### src/rtl/mt9v_pkg.sv
// Shared definitions for the MT9V pixel-bus transmitter.
//  - state_t      : frame/line timing states
//  - PAT_*        : test-pattern selector codes
//  - DEF_*        : MT9V default timing (752x480 active)
//  - max_of       : elaboration-time helper for counter sizing
package mt9v_pkg;

   typedef enum logic [2:0] {
      ST_IDLE,
      ST_F2L,
      ST_ACTIVE,
      ST_HBLANK,
      ST_L2F,
      ST_FBLANK
   } state_t;

   localparam logic [1:0] PAT_HRAMP = 2'd0;
   localparam logic [1:0] PAT_VRAMP = 2'd1;
   localparam logic [1:0] PAT_CHECK = 2'd2;
   localparam logic [1:0] PAT_CONST = 2'd3;

   localparam int DEF_H_ACTIVE    = 752;
   localparam int DEF_H_BLANK     = 94;
   localparam int DEF_V_ACTIVE    = 480;
   localparam int DEF_F2L         = 4;
   localparam int DEF_L2F         = 4;
   localparam int DEF_FRAME_BLANK = 1000;

   function automatic int max_of(input int a, input int b);
      return (a > b) ? a : b;
   endfunction

endpackage

### src/rtl/mt9v_pattern.sv
// Combinational test-pattern generator. The parent registers the result
// together with line-valid so data and ln leave the block aligned.
// Ports:
//   pattern   : pattern selector (PAT_* codes)
//   const_val : pixel value for the constant pattern
//   x, y      : low 8 bits of pixel / line position (ramps wrap mod 256)
//   pix       : generated pixel value
module mt9v_pattern
   import mt9v_pkg::*;
(
   input  logic [1:0] pattern,
   input  logic [7:0] const_val,
   input  logic [7:0] x,
   input  logic [7:0] y,
   output logic [7:0] pix
);

   always_comb begin
      pix = 8'h00;
      case (pattern)
         PAT_HRAMP: pix = x;
         PAT_VRAMP: pix = y;
         // 8x8 checkerboard
         PAT_CHECK: pix = (x[3] ^ y[3]) ? 8'hFF : 8'h00;
         PAT_CONST: pix = const_val;
         default:   pix = 8'h00;
      endcase
   end

endmodule

### src/rtl/mt9v_tx.sv
// MT9V parallel pixel-bus transmitter: generates sensor-accurate frame/line
// timing with synthetic test patterns, standing in for the image sensor.
// Ports:
//   pclk      : pixel clock, all logic on rising edge
//   rst_n     : asynchronous active-low reset
//   enable    : run request, only acted on at frame boundaries
//   pattern   : 0 h-ramp, 1 v-ramp, 2 checker, 3 constant
//   const_val : pixel value for the constant pattern
//   data_out  : registered pixel data (0 while ln_out is low)
//   fm_out    : registered frame valid
//   ln_out    : registered line valid
//   frame_cnt : completed frames, wraps at 16 bits
//   busy      : high whenever the timing FSM is not idle
module mt9v_tx
   import mt9v_pkg::*;
#(
   parameter int H_ACTIVE    = DEF_H_ACTIVE,
   parameter int H_BLANK     = DEF_H_BLANK,
   parameter int V_ACTIVE    = DEF_V_ACTIVE,
   parameter int F2L         = DEF_F2L,
   parameter int L2F         = DEF_L2F,
   parameter int FRAME_BLANK = DEF_FRAME_BLANK
) (
   input  logic        pclk,
   input  logic        rst_n,
   input  logic        enable,
   input  logic [1:0]  pattern,
   input  logic [7:0]  const_val,
   output logic [7:0]  data_out,
   output logic        fm_out,
   output logic        ln_out,
   output logic [15:0] frame_cnt,
   output logic        busy
);

   localparam int XW   = (H_ACTIVE > 1) ? $clog2(H_ACTIVE) : 1;
   localparam int YW   = (V_ACTIVE > 1) ? $clog2(V_ACTIVE) : 1;
   localparam int CMAX = max_of(max_of(F2L, H_BLANK), max_of(L2F, FRAME_BLANK));
   localparam int CW   = (CMAX > 1) ? $clog2(CMAX) : 1;

   state_t         state;
   state_t         nxt;
   logic [XW-1:0]  x;
   logic [YW-1:0]  y;
   logic [CW-1:0]  cnt;
   logic [31:0]    lim;
   logic [1:0]     pat_q;
   logic [7:0]     cval_q;
   logic [7:0]     pix;
   logic           x_last;
   logic           y_last;
   logic           cnt_last;
   logic           timed;
   logic           frame_start;

   assign x_last      = (32'(x) == 32'(H_ACTIVE - 1));
   assign y_last      = (32'(y) == 32'(V_ACTIVE - 1));
   assign cnt_last    = (32'(cnt) == lim - 32'd1);
   assign timed       = (state == ST_F2L) || (state == ST_HBLANK) ||
                        (state == ST_L2F) || (state == ST_FBLANK);
   assign frame_start = (nxt == ST_F2L) && (state != ST_F2L);
   assign busy        = (state != ST_IDLE);

   always_ff @(posedge pclk or negedge rst_n) begin
      if (!rst_n) state <= ST_IDLE;
      else        state <= nxt;
   end

   // The shared cycle counter's terminal count depends on the state it serves.
   always_comb begin
      nxt = state;
      lim = 32'd1;
      case (state)
         ST_IDLE: begin
            if (enable) nxt = ST_F2L;
         end
         ST_F2L: begin
            lim = 32'(F2L);
            if (cnt_last) nxt = ST_ACTIVE;
         end
         ST_ACTIVE: begin
            if (x_last) nxt = y_last ? ST_L2F : ST_HBLANK;
         end
         ST_HBLANK: begin
            lim = 32'(H_BLANK);
            if (cnt_last) nxt = ST_ACTIVE;
         end
         ST_L2F: begin
            lim = 32'(L2F);
            if (cnt_last) nxt = ST_FBLANK;
         end
         ST_FBLANK: begin
            lim = 32'(FRAME_BLANK);
            if (cnt_last) nxt = enable ? ST_F2L : ST_IDLE;
         end
         default: nxt = ST_IDLE;
      endcase
   end

   mt9v_pattern u_pattern (
      .pattern   (pat_q),
      .const_val (cval_q),
      .x         (8'(x)),
      .y         (8'(y)),
      .pix       (pix)
   );

   always_ff @(posedge pclk or negedge rst_n) begin
      if (!rst_n) begin
         x         <= '0;
         y         <= '0;
         cnt       <= '0;
         pat_q     <= PAT_HRAMP;
         cval_q    <= 8'h00;
         frame_cnt <= 16'h0000;
         fm_out    <= 1'b0;
         ln_out    <= 1'b0;
         data_out  <= 8'h00;
      end else begin
         // Counter restarts on every state change, so each timed state
         // begins counting from zero.
         if (state != nxt)  cnt <= '0;
         else if (timed)    cnt <= cnt + CW'(1);

         if (state == ST_ACTIVE) x <= x_last ? '0 : x + XW'(1);
         else                    x <= '0;

         if (frame_start)
            y <= '0;
         else if ((state == ST_ACTIVE) && x_last && !y_last)
            y <= y + YW'(1);

         // Pattern selection is frozen for the whole frame.
         if (frame_start) begin
            pat_q  <= pattern;
            cval_q <= const_val;
         end

         if ((state == ST_FBLANK) && cnt_last)
            frame_cnt <= frame_cnt + 16'd1;

         // Bus outputs follow the current state by one register stage;
         // data and ln share that stage so they stay aligned.
         fm_out   <= (state == ST_F2L) || (state == ST_ACTIVE) ||
                     (state == ST_HBLANK) || (state == ST_L2F);
         ln_out   <= (state == ST_ACTIVE);
         data_out <= (state == ST_ACTIVE) ? pix : 8'h00;
      end
   end

endmodule
### config.mk
export PLATFORM = sky130hd
export DESIGN_NAME = mt9v_tx
export DESIGN_NICKNAME = d
export VERILOG_FILES = /design/src/rtl/mt9v_pkg.sv /design/src/rtl/mt9v_pattern.sv /design/src/rtl/mt9v_tx.sv
export SDC_FILE = /design/constraint.sdc
export NUM_CORES = 1
export LEC_CHECK = 0
export CORE_MARGIN = 2
export CORE_UTILIZATION = 30
export DETAILED_ROUTE_END_ITERATION = 12
export PLACE_DENSITY_LB_ADDON = 0.3
export SLEW_MARGIN = 15
export SYNTH_ARGS = -nofsm -noshare
export SYNTH_HDL_FRONTEND = slang
export SYNTH_HIERARCHICAL = 1
export SYNTH_SLANG_ARGS = --single-unit
### constraint.sdc
create_clock -name pclk -period 4.3 [get_ports pclk]
set_input_delay 0.86 -clock pclk [delete_from_list [all_inputs] [get_ports pclk]]
set_output_delay 0.86 -clock pclk [all_outputs]
set_load 0.05 [all_outputs]
# Word level (Yosys, flattened, before mapping)
# Cells that the tools add are included.
# W data, S select, Z words.
classes:
  addsub: 5
  n_eq_ne: 14
  n_mux: 18
  n_bitwise: 1
  n_reduce_logical: 18
op_table:
  columns: ["cell", "n"]
  rows:
  - ["$mux W10", 4]
  - ["$eq A10 B32 Y1", 1]
  - ["$pmux W8 S4", 1]
  - ["$sub A32 B1 Y32 const B", 1]
  - ["$pmux W10 S3", 1]
  - ["$add A10 B1 Y10 const B", 2]
  - ["$mux W3", 6]
  - ["$mux W9", 2]
  - ["$add A16 B1 Y16 const B", 1]
  - ["$mux W8", 2]
  - ["$pmux W3 S5", 1]
  - ["$eq A10 B10 Y1 const B", 1]
  - ["$add A9 B1 Y9 const B", 1]
  - ["$eq A9 B9 Y1 const B", 1]
  - ["$eq A3 B1 Y1 const B", 2]
  - ["$eq A3 B2 Y1 const B", 2]
  - ["$eq A3 B3 Y1 const B", 2]
  - ["$logic_or A1 B1 Y1", 6]
  - ["$eq A2 B2 Y1 const B", 2]
  - ["$logic_and A1 B1 Y1", 4]
  - ["$reduce_bool A2 Y1", 2]
  - ["$reduce_or A2 Y1", 2]
  - ["$logic_not A3 Y1", 1]
  - ["$ne A3 B1 Y1 const B", 1]
  - ["7 further kinds", 7]
totals:
  ff_bits: 68
  inputBits: 13
  output_inout_bits: 27
  elab_cells: 66

# Depth between registers and ports, before layout
depth:
  depth_word: 10
  depth_mapped: 9
  mapped_depth_nobuf: 8

# Hierarchy
# The synthesis kept the hierarchy.
by_module_without_submodules:
  columns: ["mod", "n_inst", "cells_each", "area_each_um2"]
  rows:
  - ["mt9v_tx", 1, 305, 3185.6]
  - ["mt9v_pattern", 1, 31, 289.0]

# Worst setup path before layout
# OpenSTA, ideal clock, no wires.
synth_timing:
  path_type: "register -> register"
  startpoint: "reg cnt[2]"
  endpoint: "reg pat_q[0]"
  setup_ps: 127
  arrival_time_ps: 2888
  required_ps: 4173
  slack_ps: 1285
  path_stages_with_launch: 10
  path_buffers: 2
  cell_sequence: "dfrtp_1 -> buf_6 -> or4b_1 -> a311oi_2 -> a211oi_2 -> o41a_1 -> a311o_1 -> a31oi_4 -> buf_6 -> mux2_1"
synth_via:
  elab_chain_len: 5
  word_cells_on_any_way: 7
  classes_between: "eq/ne: 2; mux: 4; reduce/logical: 1"
synth_lines:
  columns: ["item", "line_no", "text"]
  rows:
  - ["start: declaration", "mt9v_tx.sv:45", "logic [CW-1:0] cnt;"]
  - ["start signal: assignment", "mt9v_tx.sv:123", "else if (timed) cnt <= cnt + CW'(1);"]
  - ["$eq A10 B32 Y1 *", "mt9v_tx.sv:58", "assign cnt_last = (32'(cnt) == lim - 32'd1);"]
  - ["$mux W3, on equally long branches", null, null]
  - ["$pmux W3 S5 *", "mt9v_tx.sv:73", "case (state)"]
  - ["$eq A3 B1 Y1 *", "mt9v_tx.sv:61", "assign frame_start = (nxt == ST_F2L) && (state != ST_F2L);"]
  - ["$logic_and A1 B1 Y1 *", "mt9v_tx.sv:61", null]
  - ["end signal: assignment", "mt9v_tx.sv:135", "pat_q <= pattern;"]
  - ["end: declaration", "mt9v_tx.sv:47", "logic [1:0] pat_q;"]
# Every way passes the cells marked *; elsewhere a longest branch is shown, timed or not.
# A chain may end at the register's enable or synchronous reset.

# Final worst setup path
layout_timing:
  startpoint: "reg state[2]"
  endpoint: "reg pat_q[1]"
layout_via:
  elab_chain_len: 9
  word_cells_on_any_way: 20
  classes_between: "add/sub: 1; eq/ne: 8; mux: 7; reduce/logical: 4"
layout_lines:
  columns: ["item", "line_no", "text"]
  rows:
  - ["start: declaration", "mt9v_tx.sv:41", "state_t state;"]
  - ["start signal: assignment", "mt9v_tx.sv:66", "else state <= nxt;"]
  - ["$eq A3 B1 Y1 or $eq A3 B3 Y1 (tied branches)", "mt9v_tx.sv:73", null]
  - ["$reduce_or A2 Y1 (no source line)", null, null]
  - ["$pmux W10 S3", "mt9v_tx.sv:73", null]
  - ["$sub A32 B1 Y32", "mt9v_tx.sv:58", null]
  - ["$eq A10 B32 Y1", "mt9v_tx.sv:58", null]
  - ["$mux W3, on equally long branches", null, null]
  - ["$pmux W3 S5", "mt9v_tx.sv:73", null]
  - ["$eq A3 B1 Y1", "mt9v_tx.sv:61", null]
  - ["$logic_and A1 B1 Y1 *", "mt9v_tx.sv:61", null]
# Marked as above.

==> flow_summary.toml <==
[clocking]
htreeDepth = 3
cts_buffers = 9
cts_setup_buffers = 0
clock_path_buffers = 2
cts_resized = 0
root_buffer = "clkbuf_16"
clk_pin_slew_ns = 0.05
cts_tree = "done"
cts_hold_buffers = 0
clock_latency_ns = 0.33
clkSinkCount = 68

[route]
ant_nets = 0
wl_mm = 7.03
routedWlPerCell_um = 13.4
dr.pass1.iters = 5
vias_per_cell = 4.78
drc_errors = 0
via_count = 2504
drtIter0Drc = 145

[yosys]
synth_top_cell_area_share = 0.490
synth-edff-count = 0
ys_warn_count = 6
yosysUniqueCellTypes = 49
async_reset_ff_frac = 1.00
synth_xor_area_frac = 0.106
synth_top_family_by_area = "simple AND/OR/NAND/NOR gates"
syn_area_um2 = 3470
syn-num-nets = 353
yosysSeqAreaShare = 0.490
avgSynthCellArea_um2 = 10.3
synth.most_common_cell = "dfrtp_1"
synth.area.mux_share = 0.0681
ys_top_cells_by_area = "dfrtp_1 49%, xnor2_1 5.3%, xor2_1 5.3%, nor2_1 5.0%, nand2_1 3.9%"
synth_ff_type = "dfrtp_1"
synth_commonest_cells = "68 x dfrtp_1, 46 x nor2_1, 36 x nand2_1"
synth-seq-cells = 68
yosys.area_share.simple = 0.209
synth_compound_area_frac = 0.0853
synthAdderAreaFrac = 0.0144
synth_top_area_cell = "dfrtp_1"
synthCells = 336

[cells_and_area]
diodes = 0
fin_util = 0.377
layout-drive-gt1-share = 0.121
area_growth_pct = 23.3
fillers = 1134
nets = 393

[timing]
tightest_slew_ns = 0.875
rsz0062_at_grt = "no"
fin_crit_ns = 3.39
fin_setup_tns_ns = 0
min_period_over_period = 0.788
skew_ns = 0.00633
maxSlewHeadroom = 0.416
finalHoldViolCount = 0
setup_viol = 0
slew_viol_final = 0
fmax_mhz = 295

[place]
dp_hpwl_mm = 5.05
place.gp.congestion = 0.853
port_buffers = 39

[global_routing]
grt_util_all_layers = 0.121
grt_max_degree = 40
antenna_found_initial = 0
grt_first_pass_wirelength_mm = 12.1
grt_overflow = 0
grt_pass1_vias = 2477

[outcome]
status = "finished, final reports clean"

[hold_path]
worstHoldPathType = "reg -> reg"

[critical_path]
start_kind = "register"
worstPathMaxFanout = 19
endpoint_kind = "register"
required_ns = 4.52
arrival_ns = 3.61
crit_type = "reg -> reg"

[die]
core-area_um2 = 11400
die-area_um2 = 12500
die_y_um = 112
core.rowCount = 39
die-width_um = 112
io_pins = 40
initial_core_util = 0.306

[power_and_ir_drop]
peakVddDrop_mv = 0.202
pwr_density_cell_nw_per_um2 = 346
leakagePower_nw = 1.81

[job]
max-cap-violations = 0
## state kept, by name, indices dropped and copies added (netlist names)
signal     flops
frame_cnt     16
data_out       8
pat_q          2
x             10
ln_out         1
state          3
cval_q         8
cnt           10
fm_out         1
y              9
## cell families (layout without fill, tap and decap cells)
| group | after synthesis | count (layout) |
|---|---|---|
| AND/OR/NAND/NOR | 150 | 150 |
| flip-flops | 68 | 68 |
| adder cells (fa/ha/maj) | 4 | 4 |
| multiplexers | 19 | 19 |
| XOR/XNOR | 42 | 42 |
| AO/OA/AOI/OAI | 35 | 35 |
| buffers and inverters | 18 | 63 |
## critical path, cell delays in order, from the launching register on
cell,delay [ns]
dfrtp_1,0.53
nor2_1,0.65
o22ai_1,0.18
a31oi_1,0.38
nor3_1,0.21
a311o_1,0.40
a31oi_4,0.51
mux2_2,0.41
## through the flow
stage / power [mW] / worst slack (ns) / cell area (um2) / hold WS, ns / cells
floorplan: 0.714 / 1.28 / 3470 / 0.458 / 336
global placement: 0.754 / 0.984 / 3980 / 0.462 / 508
detailed placement: 0.755 / 0.943 / 3980 / 0.478 / 508
CTS: 1.50 / 0.923 / 4280 / 0.487 / 524
global route: 1.54 / 0.676 / 4280 / 0.515 / 524
finish: 1.48 / 0.910 / 4280 / 0.486 / 524
## cells in the final DEF, fill, tap and decap left out, types with 7 or more instances in the layout
cell	Yosys	layout
clkdlybuf4s50_1	0	38
clkbuf_16	0	9
dfrtp_1	68	68
nor3_1	7	7
xnor2_1	21	21
a21oi_1	7	7
nand2_1	36	36
mux2_2	9	9
xor2_1	21	21
nor2_1	46	46
and3_1	17	17
nand3_1	19	19
## layout make-up
cell class,count,area (um2),area share
repair buffers,41,400,0.0935
well taps,143,179,0.0418
multi-input cells,250,1680,0.391
flip-flops and latches,68,1700,0.397
inverters,6,22.5,0.00526
clock buffers,12,256,0.0599
clock inverters,4,47.5,0.0111
## per-layer routing
metal  share of wire  vias to the layer above  global-route usage
li1                -                     1254                   -
met1            0.50                     1186               0.166
met2            0.44                       52               0.181
met3           0.034                       12              0.0218
met4           0.028                        0              0.0691
met5               0                        -                   0
## power breakdown
group          switching [mW]  internal, mW  total, mW
logic                  0.0470        0.0355     0.0824
clock network           0.262         0.478      0.740
registers             0.00822         0.651      0.659
total                   0.317          1.16       1.48
## path summary, 6_finish.rpt
check / depth (start not counted) / startpoint / slack [ns] / endpoint
max: 7 / state[2]$_DFF_PN0_ / 0.91 / pat_q[1]$_DFFE_PN0P_
min: 1 / frame_cnt[15]$_DFFE_PN0P_ / 0.49 / frame_cnt[15]$_DFFE_PN0P_
max reg2reg: 7 / state[2]$_DFF_PN0_ / 0.91 / pat_q[1]$_DFFE_PN0P_
min reg2reg: 1 / frame_cnt[15]$_DFFE_PN0P_ / 0.49 / frame_cnt[15]$_DFFE_PN0P_
max in group asynchronous: 2 / rst_n / 2.75 / pat_q[0]$_DFFE_PN0P_
min in group asynchronous: 1 / rst_n / 0.65 / frame_cnt[15]$_DFFE_PN0P_
No activity file was read; power rests on OpenSTA's default activity.
